$ cat src/rtl/mem_loader.sv
// rtl/mem_loader.sv - boot loader: streams a program image into memory, writes the reset vector, releases the CPU
module mem_loader #(
    parameter int          ADDR_WIDTH  = 16,
    parameter int          DATA_WIDTH  = 8,
    parameter logic [15:0] VEC_ADDR    = 16'hFFFC,
    parameter bit          WRITE_VEC   = 1'b1,
    parameter int          HOLD_CYCLES = 4
) (
    input  logic                  clk,
    input  logic                  reset,
    input  logic                  start,
    input  logic [ADDR_WIDTH-1:0] base_addr,
    input  logic [ADDR_WIDTH:0]   length,
    input  logic                  in_valid,
    input  logic [DATA_WIDTH-1:0] in_data,
    output logic                  in_ready,
    output logic                  mem_we,
    output logic [ADDR_WIDTH-1:0] mem_addr,
    output logic [DATA_WIDTH-1:0] mem_din,
    output logic                  cpu_reset_n,
    output logic                  busy,
    output logic                  done,
    output logic                  wrapped
);

    typedef enum logic [2:0] {
        IDLE   = 3'd0,
        LOAD   = 3'd1,
        VEC_LO = 3'd2,
        VEC_HI = 3'd3,
        HOLD   = 3'd4,
        DONE   = 3'd5
    } state_t;

    state_t                state, state_next;
    state_t                after_start, after_payload;
    logic [ADDR_WIDTH-1:0] ptr;
    logic [ADDR_WIDTH-1:0] base_q;
    logic [ADDR_WIDTH:0]   remaining;
    logic [7:0]            hold_cnt;
    logic [15:0]           base_ext;
    logic                  start_ok;
    logic                  accept;
    logic                  hold_end;

    // Vector bytes are always 16-bit 6502 little-endian, zero-extended for narrow address spaces
    assign base_ext = 16'(base_q);

    assign start_ok = start && (state == IDLE || state == DONE);
    assign accept   = in_valid && (state == LOAD);
    assign hold_end = (hold_cnt == 8'(HOLD_CYCLES - 1));

    assign after_payload = WRITE_VEC ? VEC_LO : HOLD;
    assign after_start   = (length != '0) ? LOAD : after_payload;

    always_comb begin
        state_next  = state;
        in_ready    = 1'b0;
        busy        = 1'b1;
        done        = 1'b0;
        cpu_reset_n = 1'b0;
        case (state)
            IDLE: begin
                busy = 1'b0;
                if (start) state_next = after_start;
            end
            LOAD: begin
                in_ready = 1'b1;
                if (accept && remaining == (ADDR_WIDTH+1)'(1)) state_next = after_payload;
            end
            VEC_LO: state_next = VEC_HI;
            VEC_HI: state_next = HOLD;
            HOLD: begin
                if (hold_end) state_next = DONE;
            end
            DONE: begin
                busy        = 1'b0;
                done        = 1'b1;
                cpu_reset_n = 1'b1;
                if (start) state_next = after_start;
            end
            default: state_next = IDLE;
        endcase
    end

    always_ff @(posedge clk) begin
        if (reset) begin
            state     <= IDLE;
            ptr       <= '0;
            base_q    <= '0;
            remaining <= '0;
            hold_cnt  <= '0;
            mem_we    <= 1'b0;
            mem_addr  <= '0;
            mem_din   <= '0;
            wrapped   <= 1'b0;
        end else begin
            state  <= state_next;
            mem_we <= 1'b0;
            hold_cnt <= (state == HOLD) ? hold_cnt + 8'd1 : 8'd0;

            if (start_ok) begin
                ptr       <= base_addr;
                base_q    <= base_addr;
                remaining <= length;
                wrapped   <= 1'b0;
            end

            // Memory port lags the accepting edge by one cycle, so writes stay registered
            case (state)
                LOAD: begin
                    if (accept) begin
                        mem_we    <= 1'b1;
                        mem_addr  <= ptr;
                        mem_din   <= in_data;
                        ptr       <= ptr + 1'b1;
                        remaining <= remaining - 1'b1;
                        if (&ptr) wrapped <= 1'b1;
                    end
                end
                VEC_LO: begin
                    mem_we   <= 1'b1;
                    mem_addr <= ADDR_WIDTH'(VEC_ADDR);
                    mem_din  <= DATA_WIDTH'(base_ext[7:0]);
                end
                VEC_HI: begin
                    mem_we   <= 1'b1;
                    mem_addr <= ADDR_WIDTH'(VEC_ADDR + 16'd1);
                    mem_din  <= DATA_WIDTH'(base_ext[15:8]);
                end
                default: ;
            endcase
        end
    end

endmodule
$ cat config.mk
export PLATFORM = sky130hd
export DESIGN_NAME = mem_loader
export DESIGN_NICKNAME = d
export VERILOG_FILES = /design/src/rtl/mem_loader.sv
export SDC_FILE = /design/constraint.sdc
export NUM_CORES = 1
export LEC_CHECK = 0
export CORE_MARGIN = 4
export CORE_UTILIZATION = 47
export DETAILED_ROUTE_END_ITERATION = 10
export GPL_TIMING_DRIVEN = 0
export PLACE_DENSITY_LB_ADDON = 0.12
export SETUP_SLACK_MARGIN = 0.2
export SLEW_MARGIN = 20
export SYNTH_ARGS = -nofsm -noshare
export SYNTH_HDL_FRONTEND = slang
export SYNTH_SLANG_ARGS = --single-unit
$ cat constraint.sdc
create_clock -name clk -period 1.9 [get_ports clk]
set_clock_uncertainty 0.2 [all_clocks]
set_input_delay 0.38 -clock clk [delete_from_list [all_inputs] [get_ports clk]]
set_output_delay 0.38 -clock clk [all_outputs]
set_load 0.02 [all_outputs]
After elaboration in Yosys (flattened, before gate mapping)
Cells that the tools add are included.
{"block": "word_totals", "out_inout_bits": 30, "word_cells": 61, "ff_bits": 86, "input_bits": 45}
{"block": "op_classes", "add_sub_neg": 3, "n_reduce_logical": 13, "muxes": 24, "eq_ne": 11, "bitwise_logic": 1}
{"op": "two-way mux 16 bit", "n": 4}
{"op": "two-way mux 17 bit", "n": 3}
{"op": "case mux 16 bit (3 select lines)", "n": 1}
{"op": "case mux 8 bit (3 select lines)", "n": 1}
{"op": "equality test 17 x 1 -> 1 bit, second input constant", "n": 1}
{"op": "nonzero test 17 bit", "n": 1}
{"op": "subtractor 17 x 1 -> 17 bit, second input constant", "n": 1}
{"op": "adder 16 x 1 -> 16 bit, second input constant", "n": 1}
{"op": "AND reduction 16 bit", "n": 1}
{"op": "case mux 3 bit (5 select lines)", "n": 1}
{"op": "two-way mux 3 bit", "n": 3}
{"op": "adder 8 x 1 -> 8 bit, second input constant", "n": 1}
{"op": "equality test 8 x 2 -> 1 bit, second input constant", "n": 1}
{"op": "two-way mux 1 bit", "n": 8}
{"op": "two-way mux 8 bit", "n": 1}
{"op": "equality test 3 x 2 -> 1 bit, second input constant", "n": 2}
{"op": "equality test 3 bit, second input constant", "n": 2}
{"op": "OR reduction 2 bit", "n": 3}
{"op": "inequality test 2 x 1 -> 1 bit, second input constant", "n": 2}
{"op": "inequality test 2 bit, second input constant", "n": 2}
{"op": "equality test 3 x 1 -> 1 bit, second input constant", "n": 1}
{"op": "logical AND 1 bit", "n": 3}
{"op": "zero test 3 bit", "n": 1}
{"op": "AND reduction 3 bit", "n": 1}
{"op": "other kinds (6)", "n": 6}

Logic depth before layout (Yosys ltp)
{"block": "logic_depth", "ltp_word": 7, "ltp_mapped": 7, "depth_no_buf": 7}

Least setup slack after synthesis
No wires, ideal clock.
{"block": "synth_timing", "path_type": "reg2out", "from": "reg state[0]", "to": "out done", "path_slack_ps": -103, "path_stages_with_launch": 5, "t_arrival_ps": 1423, "t_required_ps": 1320, "n_path_buf": 2, "cell_sequence": "dfxtp_1 > buf_4 > inv_1 > nor3_1 > buf_4"}
{"block": "synth_via", "elab_chain_len": 2}
{"element": "start, declared", "line": "35", "rtl": "state_t state, state_next;"}
{"element": "start signal, assigned", "line": "98", "rtl": "state <= state_next;"}
{"element": "equality test 3 bit"}
{"element": "two-way mux 1 bit"}
{"element": "end, declared", "line": "22", "rtl": "output logic done,"}
Every way passes these cells.

Worst setup path after layout
{"block": "layout_timing", "from": "reg state[0]", "to": "out busy"}
{"block": "layout_via", "elab_chain_len": 3}
{"element": "equality test 3 bit / zero test 3 bit (equally long branches)", "line": "62", "rtl": "case (state)"}
{"element": "OR reduction 2 bit (no line) (*)"}
{"element": "two-way mux 1 bit (*)", "line": "62"}
{"element": "end, declared", "line": "21", "rtl": "output logic busy,"}
Every way passes the cells marked *; elsewhere a longest branch is shown, timed or not.

==> reports/metrics.cfg <==
[status]
outcome = finished, violations left
violations = setup timing

[yosys]
ys.flop_type = dfxtp_1
netlist_top_cells_count = dfxtp_1, nand2_1, nor2_1
synth-compound-area-share_pct = 18.4
synthAdderAreaFrac_pct = 1.23
yosysUniqueCellTypes = 57
ys_warn_count = 0
netlist_instances = 507
synthMuxAreaShare_pct = 3.02
ys_top_cells_by_area = dfxtp_1, nand2_1, a21oi_1
synth-seq-cells = 86
synthSimpleGateAreaFrac_pct = 26.4
syn_area_um2 = 4060
synth_top_area_cell = dfxtp_1
synth_most_common_cell = dfxtp_1
syn_avg_cell_area_um2 = 8.01
synth-edff-count = 0
synth_top_area_share_pct = 42.4
synth_xor_area_share_pct = 4.10
synth_top_family_by_area = simple AND/OR/NAND/NOR gates
synth_fp_nets = 556
synthArstFlopShare_pct = 0
synth-seq-area-share_pct = 42.4

[floorplan]
placementRows = 33
ios = 75
initial_utilization_pct = 48.9
core_um2 = 8300
die_w_um = 101
fp.dieH_um = 101
die_area_um2 = 10200

[clock_tree]
cts-root-buf = clkbuf_8
clk_path_buf_depth = 2
cts-htree-levels = 3
cts_tree = done
clk_latency_ns = 0.37
cts_num_sinks = 86
cts.clk_slew.worst_paths_ns = 0.09
cts.hold.buffers_added = 0
cts_buffers = 9

[timing]
period_share_pct = 105
max_freq_mhz = 500
tightest_slew_ns = 0.682
slew_headroom_pct = 54.5
setup_ws_ns = -0.0994
finalHoldViolCount = 0
finalSetupViolations = 7
rsz0062_at_grt = true
drv_slew = 0
post-route-min-period_ns = 2.00
holdWs_ns = 0.258

[layout]
post-route-util_pct = 76.5
final_nets = 681
final_area_um2 = 6350
n_antenna_cell = 0
area_delta_synth_final_pct = 56.3
drive_gt1_share_pct = 31.9

[critical_path]
required_ns = 1.32
cp_slowest_cell = dfxtp_4
rrSetupSlack_ns = -0.03
critical_path.max_fanout = 4
r2r-start = state[2]$_SDFFE_PP0P_
cp-end-kind = output pin
r2r_cells = 6
crit_chain = buf_4 > nor2b_4 > or3_4 > buf_6
critPathLaunchType = register
worst_r2r_endpoint = ptr[11]$_SDFF_PP0_
cp_slowest_stage_delay_ns = 0.39
critPathArrivalTime_ns = 1.42
critPathKind = reg2out

[place]
dpl_cell_area_um2 = 5020
port_buffers = 73
place.gp.congestion = 0.909
dp_hpwl_mm = 9.02

[run]
max_cap_viol_count = 0

[power]
power.density_cell_area_nw_per_um2 = 861
power.leakage_nw = 2.42
ir_drop_uv = 566

[hold_path]
min_to = mem_din[2]$_SDFFE_PP0P_
hp-start = mem_din[2]$_SDFFE_PP0P_
timing.hold.worst_path_depth = 2
min_path_type = reg2reg

[drt]
dr.pass1.iters = 5
viasPerCell = 6.07
drtIter0Drc = 492
wl_per_cell_um = 19.4
drcViolationCount = 0
num_vias = 4504
wl_mm = 14.4
ant_nets = 0

[global_route]
antenna_found_initial = 0
grt_pass1_vias = 4107
grt_first_pass_wirelength_mm = 20.9
grt_max_degree = 17
track_usage_pct = 26.1
grt_overflow = 0

-- sequential cells by signal, indices dropped and copies added (netlist names) --
register   cells
remaining     17
mem_we         1
state          3
hold_cnt       8
ptr           16
mem_addr      16
wrapped        1
mem_din        8
base_ext      16
-- worst max path at each step --
stage                          start            endpoint  slack, ns  cells past startpoint
5_1_grt        state[0]$_SDFFE_PP0P_                busy      -0.12                      4
3_3_place_gp                   start  ptr[11]$_SDFF_PP0_      -0.57                      5
3_5_place_dp                   start  ptr[11]$_SDFF_PP0_      -0.65                      5
2_1_floorplan  state[0]$_SDFFE_PP0P_                done       0.17                      4
6_report       state[0]$_SDFFE_PP0P_                busy       -0.1                      4
4_1_cts        state[2]$_SDFFE_PP0P_                busy       -0.1                      3
-- logic make-up (layout without fill, tap and decap cells) --
family | Yosys count | after routing
AOI/OAI and AO/OA | 117 | 117
xor gates and xnor gates | 19 | 19
adders and majority gates | 4 | 4
buffers and inverters | 41 | 171
DFF | 86 | 86
muxes | 12 | 12
and+or+nand+nor | 228 | 228
-- critical path, delay by kind of cell, from the launching register on --
family | cells | cell delay (ns)
buffers and inverters | 2 | 0.27
DFF | 1 | 0.39
and+or+nand+nor | 2 | 0.40
-- power by group --
group          leakage, nW  switching [mW]  internal, mW
clock               0.0939           0.727         0.530
sequential           0.709           0.195          1.98
combinational         1.61            1.02          1.01
total                 2.42            1.94          3.52
-- layout by cell type (no fill, tap or decap), drive strengths merged, types with 6 or more instances in the layout --
cell type / count
a21oi: 49
a22oi: 10
a31oi: 8
buf: 57
clkbuf: 32
clkdlybuf4s50: 41
dfxtp: 86
dlygate4sd2: 28
inv: 8
mux2i: 10
nand2: 71
nand3: 11
nand4: 8
nor2: 63
nor3: 38
nor4: 6
o211ai: 9
o21ai: 9
o22ai: 10
xnor2: 7
xor2: 12
-- timing repair --
| item | 4_1_cts | 5_1_grt |
|---|---|---|
| gates cloned | 4 | 3 |
| pin swaps | 26 | 29 |
| endpoints found under the setup margin | 107 | 84 |
| resized for setup | 174 | 67 |
| buffers inserted | 19 | 15 |
-- metrics by stage --
stage | setup WS (ns) | TNS [ns] | power [mW] | cells
after floorplan | 0.173 | 0 | 3.03 | 507
after global placement | -0.572 | -32.22 | 3.51 | 685
after detailed placement | -0.648 | -34.31 | 3.54 | 685
after CTS | -0.0967 | -0.335 | 5.15 | 724
after global routing | -0.119 | -1.41 | 5.68 | 742
final | -0.0994 | -0.235 | 5.46 | 742
-- area by class of cell --
type                    instances  area, µm²
multi-input cells             380       2750
clock inverters                 6       51.3
fillers                       565       1950
inverters                       5       21.3
plain buffers                  36        372
flip-flops and latches         86       1740
clock buffers                  10        138
repair buffers                114       1150
well taps                     105        131
-- routing by layer --
layer	global-route usage [%]	part of all wire [%]
met5	0	0
met4	9.10	3.5
met3	5.47	8.8
met2	41.2	46
met1	35.4	41
(Power assumes the default switching activity.)
